## src/rtl/cva5_config.sv

```systemverilog
// cva5_config: build-time configuration constants shared across the core.
//   WB_PORTS_MAX : upper bound on writeback sources feeding the register bank.
package cva5_config;
  localparam int unsigned WB_PORTS_MAX = 8;
endpackage

```

## src/rtl/cva5_types.sv

```systemverilog
// cva5_types: common type definitions.
//   phys_addr_t  : physical register index (64 registers).
//   wb_port_id_t : index of a writeback source, sized for WB_PORTS_MAX.
package cva5_types;
  import cva5_config::*;

  typedef logic [5:0] phys_addr_t;
  typedef logic [$clog2(WB_PORTS_MAX)-1:0] wb_port_id_t;
endpackage

```

## src/rtl/regfile_writeback_arbiter_rr.sv

```systemverilog
// wb_rr_arbiter: round-robin arbiter over NUM_PORTS requesters.
//   clk, rst_n   : clock, asynchronous active-low reset
//   req          : request vector
//   grant        : one-hot grant (combinational, 0 while in reset)
//   grant_idx    : index of the granted requester
//   grant_valid  : a grant is issued this cycle
// The priority pointer moves to one past the granted port and holds when idle.
module wb_rr_arbiter
  import cva5_config::*;
  import cva5_types::*;
#(
  parameter int unsigned NUM_PORTS = 3
) (
  input  logic                 clk,
  input  logic                 rst_n,
  input  logic [NUM_PORTS-1:0] req,
  output logic [NUM_PORTS-1:0] grant,
  output wb_port_id_t          grant_idx,
  output logic                 grant_valid
);

  wb_port_id_t rr_ptr_q, rr_ptr_d;

  // Two passes: first the ports at or above the pointer, then a wrap-around
  // pass over all ports that only takes effect if the first found nothing.
  always_comb begin
    grant       = '0;
    grant_idx   = '0;
    grant_valid = 1'b0;
    for (int unsigned p = 0; p < NUM_PORTS; p++) begin
      if (!grant_valid && rst_n && req[p] && (p >= int'(rr_ptr_q))) begin
        grant[p]    = 1'b1;
        grant_idx   = wb_port_id_t'(p);
        grant_valid = 1'b1;
      end
    end
    for (int unsigned p = 0; p < NUM_PORTS; p++) begin
      if (!grant_valid && rst_n && req[p]) begin
        grant[p]    = 1'b1;
        grant_idx   = wb_port_id_t'(p);
        grant_valid = 1'b1;
      end
    end
  end

  always_comb begin
    rr_ptr_d = rr_ptr_q;
    if (grant_valid) begin
      if (int'(grant_idx) == int'(NUM_PORTS) - 1) rr_ptr_d = '0;
      else                                        rr_ptr_d = grant_idx + 1'b1;
    end
  end

  always_ff @(posedge clk or negedge rst_n) begin
    if (!rst_n) rr_ptr_q <= '0;
    else        rr_ptr_q <= rr_ptr_d;
  end

endmodule

```

## src/rtl/regfile_writeback_arbiter.sv

```systemverilog
// regfile_writeback_arbiter: selects one completed writeback result per cycle
// (round-robin) and drives the register bank write port through one register
// stage. Writes to physical register 0 are acknowledged but never committed.
//   clk, rst_n              : clock, asynchronous active-low reset
//   wb_valid/wb_addr/wb_data: writeback sources; held until wb_ack
//   wb_ack                  : one-hot accept, combinational
//   write_addr/new_data/commit : register bank write port (registered)
//   read_addr/rf_data/data  : issue read bypass, present only when
//                             RF_WB_BYPASS_EN is defined
module regfile_writeback_arbiter
  import cva5_config::*;
  import cva5_types::*;
#(
  parameter int unsigned NUM_WB_PORTS   = 3,
  parameter int unsigned NUM_READ_PORTS = 2
) (
  input  logic                    clk,
  input  logic                    rst_n,
  input  logic [NUM_WB_PORTS-1:0] wb_valid,
  input  phys_addr_t              wb_addr [NUM_WB_PORTS],
  input  logic [31:0]             wb_data [NUM_WB_PORTS],
  output logic [NUM_WB_PORTS-1:0] wb_ack,
  output phys_addr_t              write_addr,
  output logic [31:0]             new_data,
  output logic                    commit
`ifdef RF_WB_BYPASS_EN
  ,
  input  phys_addr_t              read_addr [NUM_READ_PORTS],
  input  logic [31:0]             rf_data   [NUM_READ_PORTS],
  output logic [31:0]             data      [NUM_READ_PORTS]
`endif
);

  if (NUM_WB_PORTS < 2 || NUM_WB_PORTS > WB_PORTS_MAX) begin : g_bad_wb_ports
    $error("NUM_WB_PORTS out of range");
  end
  if (NUM_READ_PORTS < 1) begin : g_bad_read_ports
    $error("NUM_READ_PORTS must be at least 1");
  end

  logic [NUM_WB_PORTS-1:0] grant;
  wb_port_id_t             grant_idx;
  logic                    grant_valid;

  wb_rr_arbiter #(
    .NUM_PORTS (NUM_WB_PORTS)
  ) u_arb (
    .clk         (clk),
    .rst_n       (rst_n),
    .req         (wb_valid),
    .grant       (grant),
    .grant_idx   (grant_idx),
    .grant_valid (grant_valid)
  );

  assign wb_ack = grant;

  phys_addr_t  sel_addr;
  logic [31:0] sel_data;

  always_comb begin
    sel_addr = '0;
    sel_data = '0;
    for (int unsigned i = 0; i < NUM_WB_PORTS; i++) begin
      if (wb_port_id_t'(i) == grant_idx) begin
        sel_addr = wb_addr[i];
        sel_data = wb_data[i];
      end
    end
  end

  phys_addr_t  write_addr_q, write_addr_d;
  logic [31:0] new_data_q, new_data_d;
  logic        commit_q, commit_d;

  always_comb begin
    write_addr_d = write_addr_q;
    new_data_d   = new_data_q;
    commit_d     = 1'b0;
    if (grant_valid) begin
      write_addr_d = sel_addr;
      new_data_d   = sel_data;
      commit_d     = (sel_addr != '0);
    end
  end

  always_ff @(posedge clk or negedge rst_n) begin
    if (!rst_n) begin
      write_addr_q <= '0;
      new_data_q   <= '0;
      commit_q     <= 1'b0;
    end else begin
      write_addr_q <= write_addr_d;
      new_data_q   <= new_data_d;
      commit_q     <= commit_d;
    end
  end

  assign write_addr = write_addr_q;
  assign new_data   = new_data_q;
  assign commit     = commit_q;

`ifdef RF_WB_BYPASS_EN
  // Forward the write still in flight to the bank; register 0 never matches
  // because commit is never raised for it.
  always_comb begin
    for (int unsigned j = 0; j < NUM_READ_PORTS; j++) begin
      data[j] = (commit_q && (write_addr_q == read_addr[j])) ? new_data_q : rf_data[j];
    end
  end
`endif

endmodule

```

## config.mk

```make
export PLATFORM = sky130hd
export DESIGN_NAME = regfile_writeback_arbiter
export DESIGN_NICKNAME = d
export VERILOG_FILES = /design/src/rtl/cva5_config.sv /design/src/rtl/cva5_types.sv /design/src/rtl/regfile_writeback_arbiter_rr.sv /design/src/rtl/regfile_writeback_arbiter.sv
export SDC_FILE = /design/constraint.sdc
export NUM_CORES = 1
export LEC_CHECK = 0
export BUFFER_PORTS_ARGS = -buffer_cell sky130_fd_sc_hd__buf_2
export CAP_MARGIN = 20
export CORE_ASPECT_RATIO = 0.75
export CORE_MARGIN = 2
export CORE_UTILIZATION = 37
export CTS_CLUSTER_SIZE = 12
export DETAILED_ROUTE_END_ITERATION = 10
export PLACE_DENSITY = 0.74
export SLEW_MARGIN = 5
export SYNTH_ARGS = -nofsm -noshare
export SYNTH_HDL_FRONTEND = slang
export SYNTH_SLANG_ARGS = --single-unit
```

## constraint.sdc

```tcl
create_clock -name clk -period 2.31 [get_ports clk]
set_clock_uncertainty 0.05 [all_clocks]
set_input_delay 0.3465 -clock clk [delete_from_list [all_inputs] [get_ports clk]]
set_output_delay 0.3465 -clock clk [all_outputs]
set_load 0.01 [all_outputs]
```

# ---- Word-level counts from Yosys, hierarchy flattened
# Cells that the tools add are included.
dict set report totals {
  in_bits 119
  regBits 42
  out_inout_bits 42
  elab_cells 56
}
dict set report op_classes {
  n_lt_le_gt_ge 3
  reduce_logical 21
  n_addsub 1
  eq_ne 3
  n_mux 24
}
# cell n
set op_table {}
lappend op_table {{$mux W32} 3}
lappend op_table {{$mux W6} 3}
lappend op_table {{$logic_and A1 B1 Y1} 14}
lappend op_table {{$mux W1} 13}
lappend op_table {{$mux W2} 4}
lappend op_table {{$ge A1 B3 Y1 const A} 2}
lappend op_table {{$reduce_bool A6 Y1} 1}
lappend op_table {{$logic_not A1 Y1} 5}
lappend op_table {{$add A2 B1 Y3 const B} 1}
lappend op_table {{$eq A1 B3 Y1 const A} 1}
lappend op_table {{$eq A2 B3 Y1 const A} 1}
lappend op_table {{$ge A2 B3 Y1 const A} 1}
lappend op_table {{$logic_not A3 Y1} 1}
lappend op_table {{$mux W3} 1}
lappend op_table {{$eq A2 B2 Y1 const B} 1}

# ---- Logic depth before layout (Yosys ltp)
# Gate-level depths: netlist of the first run.
dict set report depth {
  ltp_word 31
  ltp_mapped 10
}

# ---- By module
# From an unflattened synthesis of the first run, not the netlist that was laid out.
dict set report hier_totals {
  hier_cells 289
  hier_area_um2 2587.5
}
# module n_inst area_per_inst_um2 cells_per_inst
set modules_own_cells {}
lappend modules_own_cells {regfile_writeback_arbiter 1 2309.7 253}
lappend modules_own_cells {wb_rr_arbiter 1 277.8 36}

# ---- Worst setup path after synthesis of the first run
# OpenSTA, ideal clock, no wires.
dict set report synth_path {
  path_type {reg-to-reg}
  startpoint {reg u_arb.rr_ptr_q[1]}
  endpoint {reg commit_q, in the netlist commit}
  setup_ns 0.136
  required_ns 2.124
  path_slack_ns 0.075
  path_buffers 2
  stages_incl_launch_ff 10
  period_less_slack_ns 2.235
  t_arrival_ns 2.048
  cell_sequence {dfrtp_1 -> buf_6 -> or4b_1 -> a31o_2 -> clkinv_2 -> nor3_2 -> buf_6 -> a221o_1 -> a211oi_2 -> a31oi_1}
}
dict set report synth_via {
  elab_chain_cells 31
  word_cells_on_any_way 40
}
# element line
set synth_rtl {}
lappend synth_rtl {{start: declaration} regfile_writeback_arbiter_rr.sv:22} ;# wb_port_id_t rr_ptr_q, rr_ptr_d;
lappend synth_rtl {{start signal: assignment} regfile_writeback_arbiter_rr.sv:56} ;# else rr_ptr_q <= rr_ptr_d;
lappend synth_rtl {{$ge A1 B3 Y1} regfile_writeback_arbiter_rr.sv:31} ;# if (!grant_valid && rst_n && req[p] && (p >= int'(rr_ptr_q))) begin
lappend synth_rtl {{$logic_and A1 B1 Y1} regfile_writeback_arbiter_rr.sv:31}
lappend synth_rtl {{$mux W1} regfile_writeback_arbiter_rr.sv:31}
lappend synth_rtl {{$logic_not A1 Y1} regfile_writeback_arbiter_rr.sv:31}
lappend synth_rtl {{$logic_and A1 B1 Y1 (3 in a row)} regfile_writeback_arbiter_rr.sv:31}
lappend synth_rtl {{$mux W1} regfile_writeback_arbiter_rr.sv:31}
lappend synth_rtl {{$logic_not A1 Y1} regfile_writeback_arbiter_rr.sv:31}
lappend synth_rtl {{$logic_and A1 B1 Y1 (3 in a row)} regfile_writeback_arbiter_rr.sv:31}
lappend synth_rtl {{[9 not listed]} n/a}
lappend synth_rtl {{$logic_not A1 Y1} regfile_writeback_arbiter_rr.sv:38} ;# if (!grant_valid && rst_n && req[p]) begin
lappend synth_rtl {{$logic_and A1 B1 Y1 (2 in a row)} regfile_writeback_arbiter_rr.sv:38}
lappend synth_rtl {{$mux W2} regfile_writeback_arbiter_rr.sv:38}
lappend synth_rtl {{$logic_not A3 Y1} regfile_writeback_arbiter.sv:65} ;# if (wb_port_id_t'(i) == grant_idx) begin
lappend synth_rtl {{$mux W6 (3 in a row)} regfile_writeback_arbiter.sv:65}
lappend synth_rtl {{$reduce_bool A6 Y1} regfile_writeback_arbiter.sv:83} ;# commit_d = (sel_addr != '0);
lappend synth_rtl {{$mux W1 *} regfile_writeback_arbiter.sv:80} ;# if (grant_valid) begin
lappend synth_rtl {{via commit_d} regfile_writeback_arbiter.sv:74} ;# logic commit_q, commit_d;
lappend synth_rtl {{end signal: assignment} regfile_writeback_arbiter.sv:95} ;# commit_q <= commit_d;
lappend synth_rtl {{end: declaration} regfile_writeback_arbiter.sv:74}
# The timed path passes the listed nets; every way through them passes the cells marked *.
# A chain may end at the register's enable or synchronous reset.

# ---- Final worst setup path of the first run
dict set report layout_path {
  startpoint {reg u_arb.rr_ptr_q[1]}
  endpoint {out wb_ack[1]}
}
dict set report layout_via {
  elab_chain_cells 21
  word_cells_on_any_way 24
}
# element line
set layout_rtl {}
lappend layout_rtl {{$ge A1 B3 Y1} regfile_writeback_arbiter_rr.sv:31}
lappend layout_rtl {{$logic_and A1 B1 Y1} regfile_writeback_arbiter_rr.sv:31}
lappend layout_rtl {{$mux W1} regfile_writeback_arbiter_rr.sv:31}
lappend layout_rtl {{$logic_not A1 Y1} regfile_writeback_arbiter_rr.sv:31}
lappend layout_rtl {{$logic_and A1 B1 Y1 (3 in a row)} regfile_writeback_arbiter_rr.sv:31}
lappend layout_rtl {{$mux W1} regfile_writeback_arbiter_rr.sv:31}
lappend layout_rtl {{$logic_not A1 Y1} regfile_writeback_arbiter_rr.sv:31}
lappend layout_rtl {{$logic_and A1 B1 Y1 (3 in a row)} regfile_writeback_arbiter_rr.sv:31}
lappend layout_rtl {{$mux W1} regfile_writeback_arbiter_rr.sv:31}
lappend layout_rtl {{$logic_not A1 Y1} regfile_writeback_arbiter_rr.sv:38}
lappend layout_rtl {{$logic_and A1 B1 Y1 (2 in a row)} regfile_writeback_arbiter_rr.sv:38}
lappend layout_rtl {{$mux W1} regfile_writeback_arbiter_rr.sv:38}
lappend layout_rtl {{$logic_not A1 Y1} regfile_writeback_arbiter_rr.sv:38}
lappend layout_rtl {{$logic_and A1 B1 Y1 (2 in a row)} regfile_writeback_arbiter_rr.sv:38}
lappend layout_rtl {{$mux W1 *} regfile_writeback_arbiter_rr.sv:38}
lappend layout_rtl {{end: declaration} regfile_writeback_arbiter.sv:22} ;# output logic [NUM_WB_PORTS-1:0] wb_ack,
# Every way passes the cells marked *; elsewhere a longest branch is shown, timed or not.

==> run metrics, run 1 <==
status finished clean; Setup Total Neg Slack 0 ns; DRC viols 0; CP startpoint kind register; floorplan die height 70.79 microns; number of primary I/O pins 161; number of library cell types mapped by synthesis 33; core footprint 5766 sq um; fraction of the core area covered by cells at the end of the flow 0.5805; Critical Setup Path Class register to output pin; clock root cell sky130_fd_sc_hd__clkbuf_8; minimum period implied by the final worst setup slack 2.254 ns; cell taking the most area after synthesis sky130_fd_sc_hd__dfrtp_1; Tcrit/Tclk final 0.9758; global-route wire length before repair 11390 microns; Comb pwr share 0.354; fraction of synthesized area in multiplexers 0.01535; Final Hold Violating Endpoints 0; Remaining Overflow, GRT 0; clk buf depth 2; endpoint required time on the critical path 1.91 ns; Max-Cap Viols 0; Hold Buf Count CTS 0; wire length reported by the detailed router 7291 microns; net count of the finished layout 518; H-tree level count 2; horizontal die dimension 93.06 microns; Psw 0.7242 mW; most area-consuming cells after synthesis sky130_fd_sc_hd__dfrtp_1 48%, sky130_fd_sc_hd__nand2_1 8.4%, sky130_fd_sc_hd__a221o_1 7.7%, sky130_fd_sc_hd__a21oi_1 6.8%, sky130_fd_sc_hd__a22o_1 6.0%; clk_lat worst skew 0.28 ns; number of iterations in the first detailed-routing pass 4; number of port buffers 160; EDFF count, synth 0; number of diodes added for antenna fixing 0; Global Route met1 Usage 0.2933; compound-gate portion of the synthesized area 0.3081; sum of net half-perimeters after detailed placement 5217 microns; post-synthesis share of cell area spent on and, or, nand and nor gates 0.1416; Synth Cell Area 2201 sq um; DR iter-0 viols 116; power per standard cell area 663.7 nW/um^2; floorplan die area 6587 sq um; number of nets produced by synthesis 354; WL/cell 15.25 microns; weighted congestion reported at the end of routability-driven placement 0.8811; clock tree from TritonCTS yes; most common cell in the synthesized netlist sky130_fd_sc_hd__nand2_1; number of clock sinks 42; largest net degree at the start of global routing 45; # fillers 531; post-synthesis share of cell area spent on xor and xnor gates 0.003980; largest family of logic cells by synthesized area compound AO/OA/AOI/OAI gates; Worst Hold Class input port to asynchronous set/reset pin; met3 GRT Util 0.05325; highest attainable clock frequency 0.4437 GHz; synthesis-to-layout area growth 52.08%; share of power burned in the clock network 0.219; TritonCTS buffer count 5; synthesized-area fraction occupied by adder cells 0; fraction of post-synthesis cell area in the top cell type by area 0.4775; vias in the first global route 2491; cell internal power dissipation 1.497 mW; data arrival time of the critical path 1.86 ns; ratio of cells with drive above 1 in the final layout 0.5025; count of antenna-violating nets left after detailed routing 0; most instantiated flip-flop cell in the synthesis netlist sky130_fd_sc_hd__dfrtp_1; Seq/Total Area, Yosys 0.4775; leakage power 1.716 nW; vias post-DR 2524; maximum fanout along the worst path 7; synthesized netlist cell count 235; remaining max-slew budget at the tightest pin 0.6229; worst-margin pin slew 0.5656 ns; warning count from the yosys run 0; effective utilization at floorplan 0.3817; num rows 24; mean instance size in the synthesized netlist 9.365 sq um; sequential fraction of design power 0.428; post-route standard cell area excluding fillers 3347 sq um; global-route total usage across every layer 0.2150; Max VDD drop 471.7 uV; final count of negative-setup-slack endpoints 0; fraction of power spent switching nets 0.3260; register bit count reported by yosys 42; Via density 5.280; fraction of registers with async set or reset after synthesis 1.000; number of antenna violations at the first check in global routing 0; clock transition at the registers of the reported paths 0.08 ns; most numerous cell types in the synthesized netlist 49 x sky130_fd_sc_hd__nand2_1, 42 x sky130_fd_sc_hd__dfrtp_1, 30 x sky130_fd_sc_hd__a21oi_1; CP Capture Type output pin; DP Area 3129 sq um; met2 GRT Util 0.3519; most crowded layer after global routing met2; max-slew violations 0; length in cells of the worst reg-to-reg path 7
==> registers in the layout (all words and copies together), names as in the netlist <==
register and cells:
new_data 32, write_addr 6, u_arb.rr_ptr_q 3, commit 1
==> power by group through the flow <==
stage	logic [mW]	registers [mW]	clock network [mW]
floorplan	0.330	1.02	0
global placement	0.726	0.956	0
detailed placement	0.741	0.960	0
CTS	0.762	0.948	0.500
global route	0.865	0.966	0.536
finish	0.786	0.950	0.486
==> layer usage <==
layer,vias to the layer above,wire [microns],part of all wire
met4,0,63,0.0086
met5,-,0,0
met3,6,522,0.072
met1,1204,3311,0.45
met2,106,3394,0.47
li1,1208,-,-
==> repair_timing <==
| action | CTS | global route |
|---|---|---|
| setup buffers | 0 | 1 |
| gates resized for setup | 2 | 11 |
| pin swaps | 0 | 6 |
| endpoints found under the setup margin | 1 | 12 |
| cloned | 1 | 1 |
==> logic make-up (layout without fill, tap and decap cells) <==
logic type	after synthesis	count (layout)
buf+inv	24	189
compound gates	94	94
mux	3	3
flops	42	42
simple gates	71	71
xor+xnor	1	1
==> final cells by class <==
class,instances,area (sq um),area share
sequential,42,1054,0.3148
clock buffer,7,86.33,0.02579
tap,78,97.59,0.02916
clock inverter,1,5.005,0.001495
inverter,4,22.52,0.006729
multi-input combinational,169,1099,0.3282
timing repair buffer,177,983.4,0.2938
==> worst max-delay path, cell delays in order, from the launching register on <==
cell	delay, ns
sky130_fd_sc_hd__dfrtp_1	0.41
sky130_fd_sc_hd__buf_4	0.17
sky130_fd_sc_hd__a2111oi_4	0.30
sky130_fd_sc_hd__buf_4	0.19
sky130_fd_sc_hd__nor2_1	0.06
sky130_fd_sc_hd__inv_2	0.13
sky130_fd_sc_hd__buf_4	0.17
sky130_fd_sc_hd__buf_2	0.13
==> worst paths after layout <==
check	slack, ns	endpoint	from
max	0.06	wb_ack[1]	u_arb.rr_ptr_q[1]
min	0.16	new_data[0]	rst_n
max reg2reg	0.07	commit	u_arb.rr_ptr_q[2]
min reg2reg	0.44	new_data[17]	new_data[17]
max in group asynchronous	1.64	u_arb.rr_ptr_q[0]	rst_n
min in group clk	0.21	new_data[26]	wb_data[26]
==> cells in the final DEF (no fill, tap or decap), drive strengths merged <==
| master | synthesis | final |
|---|---|---|
| nor3 | 1 | 1 |
| xor2 | 1 | 1 |
| nand3 | 14 | 14 |
| a22o | 15 | 15 |
| a31oi | 1 | 1 |
| or3b | 1 | 1 |
| a221o | 17 | 17 |
| dfrtp | 42 | 42 |
| and2 | 4 | 4 |
| o21ai | 16 | 16 |
| a21o | 1 | 1 |
| a31o | 1 | 1 |
| inv | 3 | 4 |
| a2111oi | 1 | 1 |
| mux2 | 3 | 3 |
| o32a | 1 | 1 |
| o31ai | 1 | 1 |
| buf | 11 | 175 |
| or4b | 1 | 1 |
| a21oi | 30 | 30 |
| nor2 | 1 | 1 |
| bufbuf | 0 | 1 |
| clkinv | 1 | 1 |
| a311oi | 1 | 1 |
| nand2 | 49 | 49 |
| a211oi | 3 | 3 |
| clkbuf | 9 | 8 |
| a222oi | 6 | 6 |
==> stage by stage <==
stage | std cells | worst slack (ns) | total power [mW] | hold WS [ns]
after floorplan | 235 | 0.07513 | 1.350 | 0.0009089
after global placement | 467 | 0.1072 | 1.682 | 0.4101
after detailed placement | 467 | 0.001834 | 1.701 | 0.4209
after CTS | 476 | 0.006817 | 2.210 | 0.1826
after global routing | 478 | -0.01815 | 2.367 | 0.1983
final | 478 | 0.05600 | 2.221 | 0.1619
Note: power is estimated with default switching activity, not from simulation.
==> run 2, diff against run 1 <==
Settings changed: BUFFER_PORTS_ARGS -buffer_cell sky130_fd_sc_hd__buf_2 to unset, CELL_PAD_IN_SITES_DETAIL_PLACEMENT set to 2, CELL_PAD_IN_SITES_GLOBAL_PLACEMENT set to 2, CORE_UTILIZATION 37 to 29, DONT_BUFFER_PORTS set to 1, PLACE_DENSITY 0.74 to 0.7.
==> run 2 against run 1 <==
  * Wire length rose by 6.8%
  * Clock-buffer cell count did not move
  * Setup slack improved by 0.024 ns
  * Critical path type is now register to register
  * Final cell count fell by 29%
  * Core utilization fell by 24 points
  * Fmax rose by 1.1%
  * Clock power rose by 3%
  * Critical endpoint is now commit
  * Total power fell by 9.6%
  * Sequential share of layout area rose by 10 points
  * Register-to-register slack barely moved
==> run metrics, run 2 (synthesis gave the netlist of run 1 again) <==
status finished clean; sequential fraction of design power 0.524 (+0.096); fraction of power spent switching nets 0.3397 (+0.01368); commonest cells after routing, fill and taps aside 49 x sky130_fd_sc_hd__nand2_1, 40 x sky130_fd_sc_hd__dfrtp_1, 30 x sky130_fd_sc_hd__a21oi_1, 17 x sky130_fd_sc_hd__a221o_1; remaining max-slew budget at the tightest pin 0.7021 (+0.07917); number of diodes added for antenna fixing 0 (unchanged); num rows 27 (+13%); Setup Total Neg Slack 0 ns (unchanged); net count of the finished layout 355 (-31%); vias post-DR 1943 (-23%); weighted congestion reported at the end of routability-driven placement 0.7635 (-13%); Psw 0.6823 mW (-5.8%); floorplan die area 8309 sq um (+26%); unrepaired setup endpoints after global routing no; most crowded layer after global routing met2; met2 GRT Util 0.2974 (-0.05447); DP Area 2342 sq um (-25%); most common library cell in the layout ignoring fill and taps sky130_fd_sc_hd__nand2_1; fraction of the core area covered by cells at the end of the flow 0.3437 (-0.2368); minimum period implied by the final worst setup slack 2.230 ns (-0.02391 ns); H-tree level count 2 (unchanged); leakage power 1.050 nW (-39%); effective utilization at floorplan 0.2988 (-0.08288); clock transition at the registers of the reported paths 0.08 ns (about the same); CP Capture Type register; non-filler instance count after layout 338 (-29%); clock root cell sky130_fd_sc_hd__clkbuf_8; Final Hold Violating Endpoints 0 (unchanged); WL/cell 23.05 microns (+51%); largest net degree at the start of global routing 72 (+60%); clk_lat worst skew 0.29 ns (about the same); final count of negative-setup-slack endpoints 0 (unchanged); length in cells of the worst reg-to-reg path 7 (unchanged); endpoint of the lowest-slack register-to-register path commit; DRC viols 0 (unchanged); max-slew violations 0 (unchanged); cell internal power dissipation 1.326 mW (-11%); clk buf depth 2 (unchanged); Via density 5.749 (+8.9%); core footprint 7365 sq um (+28%); synthesis-to-layout area growth 15.01%; CP startpoint kind register; clock tree from TritonCTS yes; largest stage delay on the critical path 0.53 ns (+0.12 ns); number of iterations in the first detailed-routing pass 4 (unchanged); flip-flop count of the largest register, all copies and words added 32 (unchanged); Global Route met1 Usage 0.2404 (-0.05282); maximum fanout along the worst path 10 (+3); ratio of cells with drive above 1 in the final layout 0.1561 (-0.3464); Max VDD drop 257.0 uV (-46%); count of antenna-violating nets left after detailed routing 0 (unchanged); origin of the critical flop-to-flop path u_arb.rr_ptr_q[1]; capturing instance or port of the critical path commit; min setup slack post-route 0.07992 ns (+0.02391 ns); TritonCTS buffer count 5 (unchanged); data arrival time of the critical path 2.35 ns (+0.49 ns); number of antenna violations at the first check in global routing 0 (unchanged); DR iter-0 viols 104 (-10%); Tcrit/Tclk final 0.9654 (-0.01035); global-route total usage across every layer 0.1885 (-0.02647); number of port buffers 0 (-100%); wire length reported by the detailed router 7790 microns (+6.8%); Remaining Overflow, GRT 0 (unchanged); # placed instances 328 (-30%); post-route standard cell area excluding fillers 2531 sq um (-24%); power per standard cell area 793.4 nW/um^2 (+20%); endpoint required time on the critical path 2.43 ns (+0.52 ns); number of clock sinks 42 (unchanged); horizontal die dimension 104.6 microns (+12%); Comb pwr share 0.227 (-0.127); source of the critical timing path u_arb.rr_ptr_q[1]; worst slack at placement -0.02860 ns (-0.03044 ns); worst-case hold slack 0.1127 ns (-0.04914 ns); number of primary I/O pins 161 (unchanged); share of power burned in the clock network 0.249 (+0.030); met3 GRT Util 0.06612 (+0.01287); CP cell instances or4b_4 > a31o_4 > inv_4 > nor3_4 > a221o_1 > a211oi_2 > a31oi_1; Worst Hold Class input port to register; reg-to-reg slack, setup 0.08 ns (about the same); Critical Setup Path Class register to register; worst-margin pin slew 0.4454 ns (-0.1202 ns); # fillers 878 (+65%); global-route wire length before repair 12050 microns (+5.8%); floorplan die height 79.45 microns (+12%); highest attainable clock frequency 0.4484 GHz (+1.1%); vias in the first global route 2107 (-15%); Max-Cap Viols 0 (unchanged); sum of net half-perimeters after detailed placement 5582 microns (+7.0%); Slowest cell on crit path sky130_fd_sc_hd__or4b_4; total power of the final layout 2.008 mW (-9.6%)
-- run 2: critical path, delay by kind of cell, from the launching register on --
family	cells	cell delay (ns)
AND/OR/NAND/NOR	2	0.60
flip-flops	1	0.45
AO/OA/AOI/OAI	4	0.92
buffers and inverters	1	0.08
-- run 2: layout make-up --
type                            instances  area, sq um  area share
Clock buffer                            7        86.33     0.03411
Multi-Input combinational cell        169         1086      0.4291
Clock inverter                          1        5.005    0.001977
Inverter                                4        17.52    0.006920
Sequential cell                        42         1054      0.4162
Tap cell                              101        126.4     0.04993
Timing Repair Buffer                   14        156.4     0.06179
-- run 2: power by group through the flow --
| stage | Sequential (mW) | Combinational (mW) | Clock (mW) |
|---|---|---|---|
| 6_report | 1.05 | 0.455 | 0.501 |
| 5_1_grt | 1.07 | 0.516 | 0.566 |
| 4_1_cts | 1.06 | 0.448 | 0.529 |
| 3_5_place_dp | 1.06 | 0.420 | 0 |
| 3_3_place_gp | 1.07 | 0.402 | 0 |
| 2_1_floorplan | 1.02 | 0.330 | 0 |
-- run 2: worst min path at each step --
stage	start	endpoint	slack [ns]	cells after the start
floorplan	rst_n	commit	0.0009	0
global placement	rst_n	new_data[2]	0.002	0
detailed placement	rst_n	new_data[0]	0.002	0
CTS	wb_data[27]	new_data[27]	0.10	2
global route	wb_data[15]	new_data[15]	0.10	2
finish	wb_data[28]	new_data[28]	0.11	2
-- run 2: routing by layer --
layer  vias up  share of wire
li1        883              -
met1       964           0.44
met2        83           0.47
met3        13          0.076
met4         0          0.021
met5         -              0
-- run 2: what timing repair did --
action | in CTS | in global routing
buffers inserted | 0 | 0
hold buffers | 2 | 0
gates cloned | 0 | 0
gates resized for setup | 3 | 11
setup endpoints to repair | 2 | 14
pin swaps | 0 | 7
hold endpoints to repair | 42 | 0
==> run 3, diff against run 2 <==
Settings changed: CORE_ASPECT_RATIO 0.75 to 1.25, CORE_MARGIN 2 to unset.
==> run 3 against run 2 <==
  * Fmax fell by 2.0%
  * Sequential share of layout area rose by 0.51 points
  * Total power rose by 2.9%
  * Final cell count fell by 2.7%
  * Clock-buffer cell count did not move
  * Critical path depth fell by 2
  * Global-route usage fell by 1.1 points
  * Core utilization fell by 0.46 points
  * Die area fell by 4.4%
  * Design area fell by 1.4%
  * Via count rose by 0.26%
  * Register-to-register slack barely moved
==> run metrics, run 3 (synthesis gave the netlist of run 1 again) <==
vias in the first global route 2192 (+4.0%); remaining max-slew budget at the tightest pin 0.7208 (+0.01865); TritonCTS buffer count 5 (unchanged); global-route total usage across every layer 0.1776 (-0.01093); Max-Cap Viols 0 (unchanged); Worst Hold Class input port to register; worst-margin pin slew 0.4175 ns (-0.02789 ns); global-route wire length before repair 10990 microns (-8.8%); category of cells accounting for the largest share of critical-path delay flip-flops; flip-flop count of the largest register, all copies and words added 32 (unchanged); vias post-DR 1948 (+0.26%); largest net degree at the start of global routing 43 (-40%); final count of negative-setup-slack endpoints 0 (unchanged); origin of the critical flop-to-flop path u_arb.rr_ptr_q[1]; H-tree level count 2 (unchanged); maximum fanout along the worst path 16 (+6); num rows 35 (+30%); clk_lat worst skew 0.29 ns (about the same); worst-case hold slack 0.1137 ns (+0.0009490 ns); Critical Setup Path Class register to output pin; DP Area 2331 sq um (-0.48%); weighted congestion reported at the end of routability-driven placement 0.7534 (-1.3%); met2 GRT Util 0.3445 (+0.04712); status finished clean; hold path startpoint wb_data[29]; CP cell instances nand2_1 > a311oi_2 > nor2_1 > inv_4 > buf_4; count of buffering cells on the critical path with inverters included 2 (+1); wire length reported by the detailed router 7178 microns (-7.9%); largest stage delay on the critical path 0.49 ns (-0.04 ns); CP Capture Type output pin; Max VDD drop 274.5 uV (+6.8%); WL/cell 21.82 microns (-5.3%); ratio of cells with drive above 1 in the final layout 0.1308 (-0.02532); unrepaired setup endpoints after global routing yes; max-slew violations 0 (unchanged); data arrival time of the critical path 1.88 ns (-0.47 ns); # fillers 826 (-5.9%); number of primary I/O pins 161 (unchanged); Final Hold Violating Endpoints 0 (unchanged); effective utilization at floorplan 0.2991 (+0.0003049); clock root cell sky130_fd_sc_hd__clkbuf_8; total power of the final layout 2.067 mW (+2.9%); Via density 5.921 (+3.0%); minimum period implied by the final worst setup slack 2.275 ns (+0.04498 ns); floorplan die height 99.40 microns (+25%); core footprint 7357 sq um (-0.10%); buffers inserted during post-CTS setup optimization 0 (unchanged); DR iter-0 viols 73 (-30%); Remaining Overflow, GRT 0 (unchanged); sum of net half-perimeters after detailed placement 5127 microns (-8.1%); source of the critical timing path u_arb.rr_ptr_q[1]; reg-to-reg slack, setup 0.08 ns (about the same); net count of the finished layout 355 (unchanged); Slowest cell on crit path sky130_fd_sc_hd__dfrtp_1; clk buf depth 2 (unchanged); number of iterations in the first detailed-routing pass 5 (+1); horizontal die dimension 79.92 microns (-24%); met3 GRT Util 0.04128 (-0.02484); number of diodes added for antenna fixing 0 (unchanged); CP startpoint kind register; cell depth of the worst setup path 5 (-2); power per standard cell area 828.3 nW/um^2 (+4.4%); clock transition at the registers of the reported paths 0.08 ns (about the same); capturing instance or port of the critical path wb_ack[1]; # placed instances 319 (-2.7%); endpoint required time on the critical path 1.91 ns (-0.52 ns); highest attainable clock frequency 0.4395 GHz (-2.0%); number of antenna violations at the first check in global routing 0 (unchanged); clock tree from TritonCTS yes; non-filler instance count after layout 329 (-2.7%); leakage power 1.043 nW (-0.65%); endpoint of the lowest-slack register-to-register path commit; commonest cells after routing, fill and taps aside 49 x sky130_fd_sc_hd__nand2_1, 42 x sky130_fd_sc_hd__dfrtp_1, 30 x sky130_fd_sc_hd__a21oi_1, 17 x sky130_fd_sc_hd__a221o_1; post-route standard cell area excluding fillers 2495 sq um (-1.4%); number of port buffers 0 (unchanged); count of antenna-violating nets left after detailed routing 0 (unchanged); most common library cell in the layout ignoring fill and taps sky130_fd_sc_hd__nand2_1; number of clock sinks 42 (unchanged); synthesis-to-layout area growth 13.36%; Global Route met1 Usage 0.1900 (-0.05041); most crowded layer after global routing met2; Tcrit/Tclk final 0.9849 (+0.01947); length in cells of the worst reg-to-reg path 7 (unchanged); floorplan die area 7944 sq um (-4.4%); DRC viols 0 (unchanged)
run 3: changes by cell type in the layout (fill, tap and decap cells not counted), sizes merged:
| cell | delta |
|---|---|
| inv | -1 |
| bufinv | +1 |
run 3: worst min-delay path by stage:
stage	depth (start not counted)	to	slack, ns
2_1_floorplan	0	commit	0.0009
3_3_place_gp	0	new_data[2]	0.002
3_5_place_dp	0	new_data[2]	0.002
4_1_cts	2	new_data[29]	0.10
5_1_grt	2	new_data[29]	0.11
6_report	2	new_data[29]	0.11
run 3: final cells by class:
| class | instances | area [sq um] | area share |
|---|---|---|---|
| timing repair buffer | 14 | 140.1 | 0.05617 |
| multi-input combinational | 169 | 1064 | 0.4263 |
| clock inverter | 1 | 30.03 | 0.01204 |
| clock buffer | 7 | 76.32 | 0.03059 |
| sequential | 42 | 1051 | 0.4213 |
| tap | 92 | 115.1 | 0.04614 |
| inverter | 4 | 18.77 | 0.007523 |
run 3: per-stage QoR:
stage | setup WS (ns) | utilization | TNS (ns)
floorplan | 0.07513 | - | 0
global placement | 0.1093 | 0.3168 | 0
detailed placement | 0.05795 | 0.3168 | 0
CTS | 0.03478 | 0.3383 | 0
global route | -0.08842 | 0.3391 | -0.08842
finish | 0.03494 | 0.3391 | 0
run 3: routing by layer:
| metal | vias to the layer above | wire, microns |
|---|---|---|
| met5 | - | 0 |
| li1 | 879 | - |
| met2 | 98 | 3868 |
| met4 | 0 | 72 |
| met1 | 964 | 2670 |
| met3 | 7 | 567 |
run 3: report_power, final:
part           total [mW]  leakage (nW)  switching (mW)  internal [mW]
logic               0.436         0.477           0.235          0.201
registers            1.05         0.513           0.176          0.871
clock network       0.584        0.0524           0.260          0.324
total                2.07          1.04           0.671           1.40
run 3: timing repair:
action / 4_1_cts / 5_1_grt
gates resized for setup: 3 / 1
setup endpoints to repair: 1 / 11
hold buffers: 2 / 0
hold endpoints to repair: 42 / 0
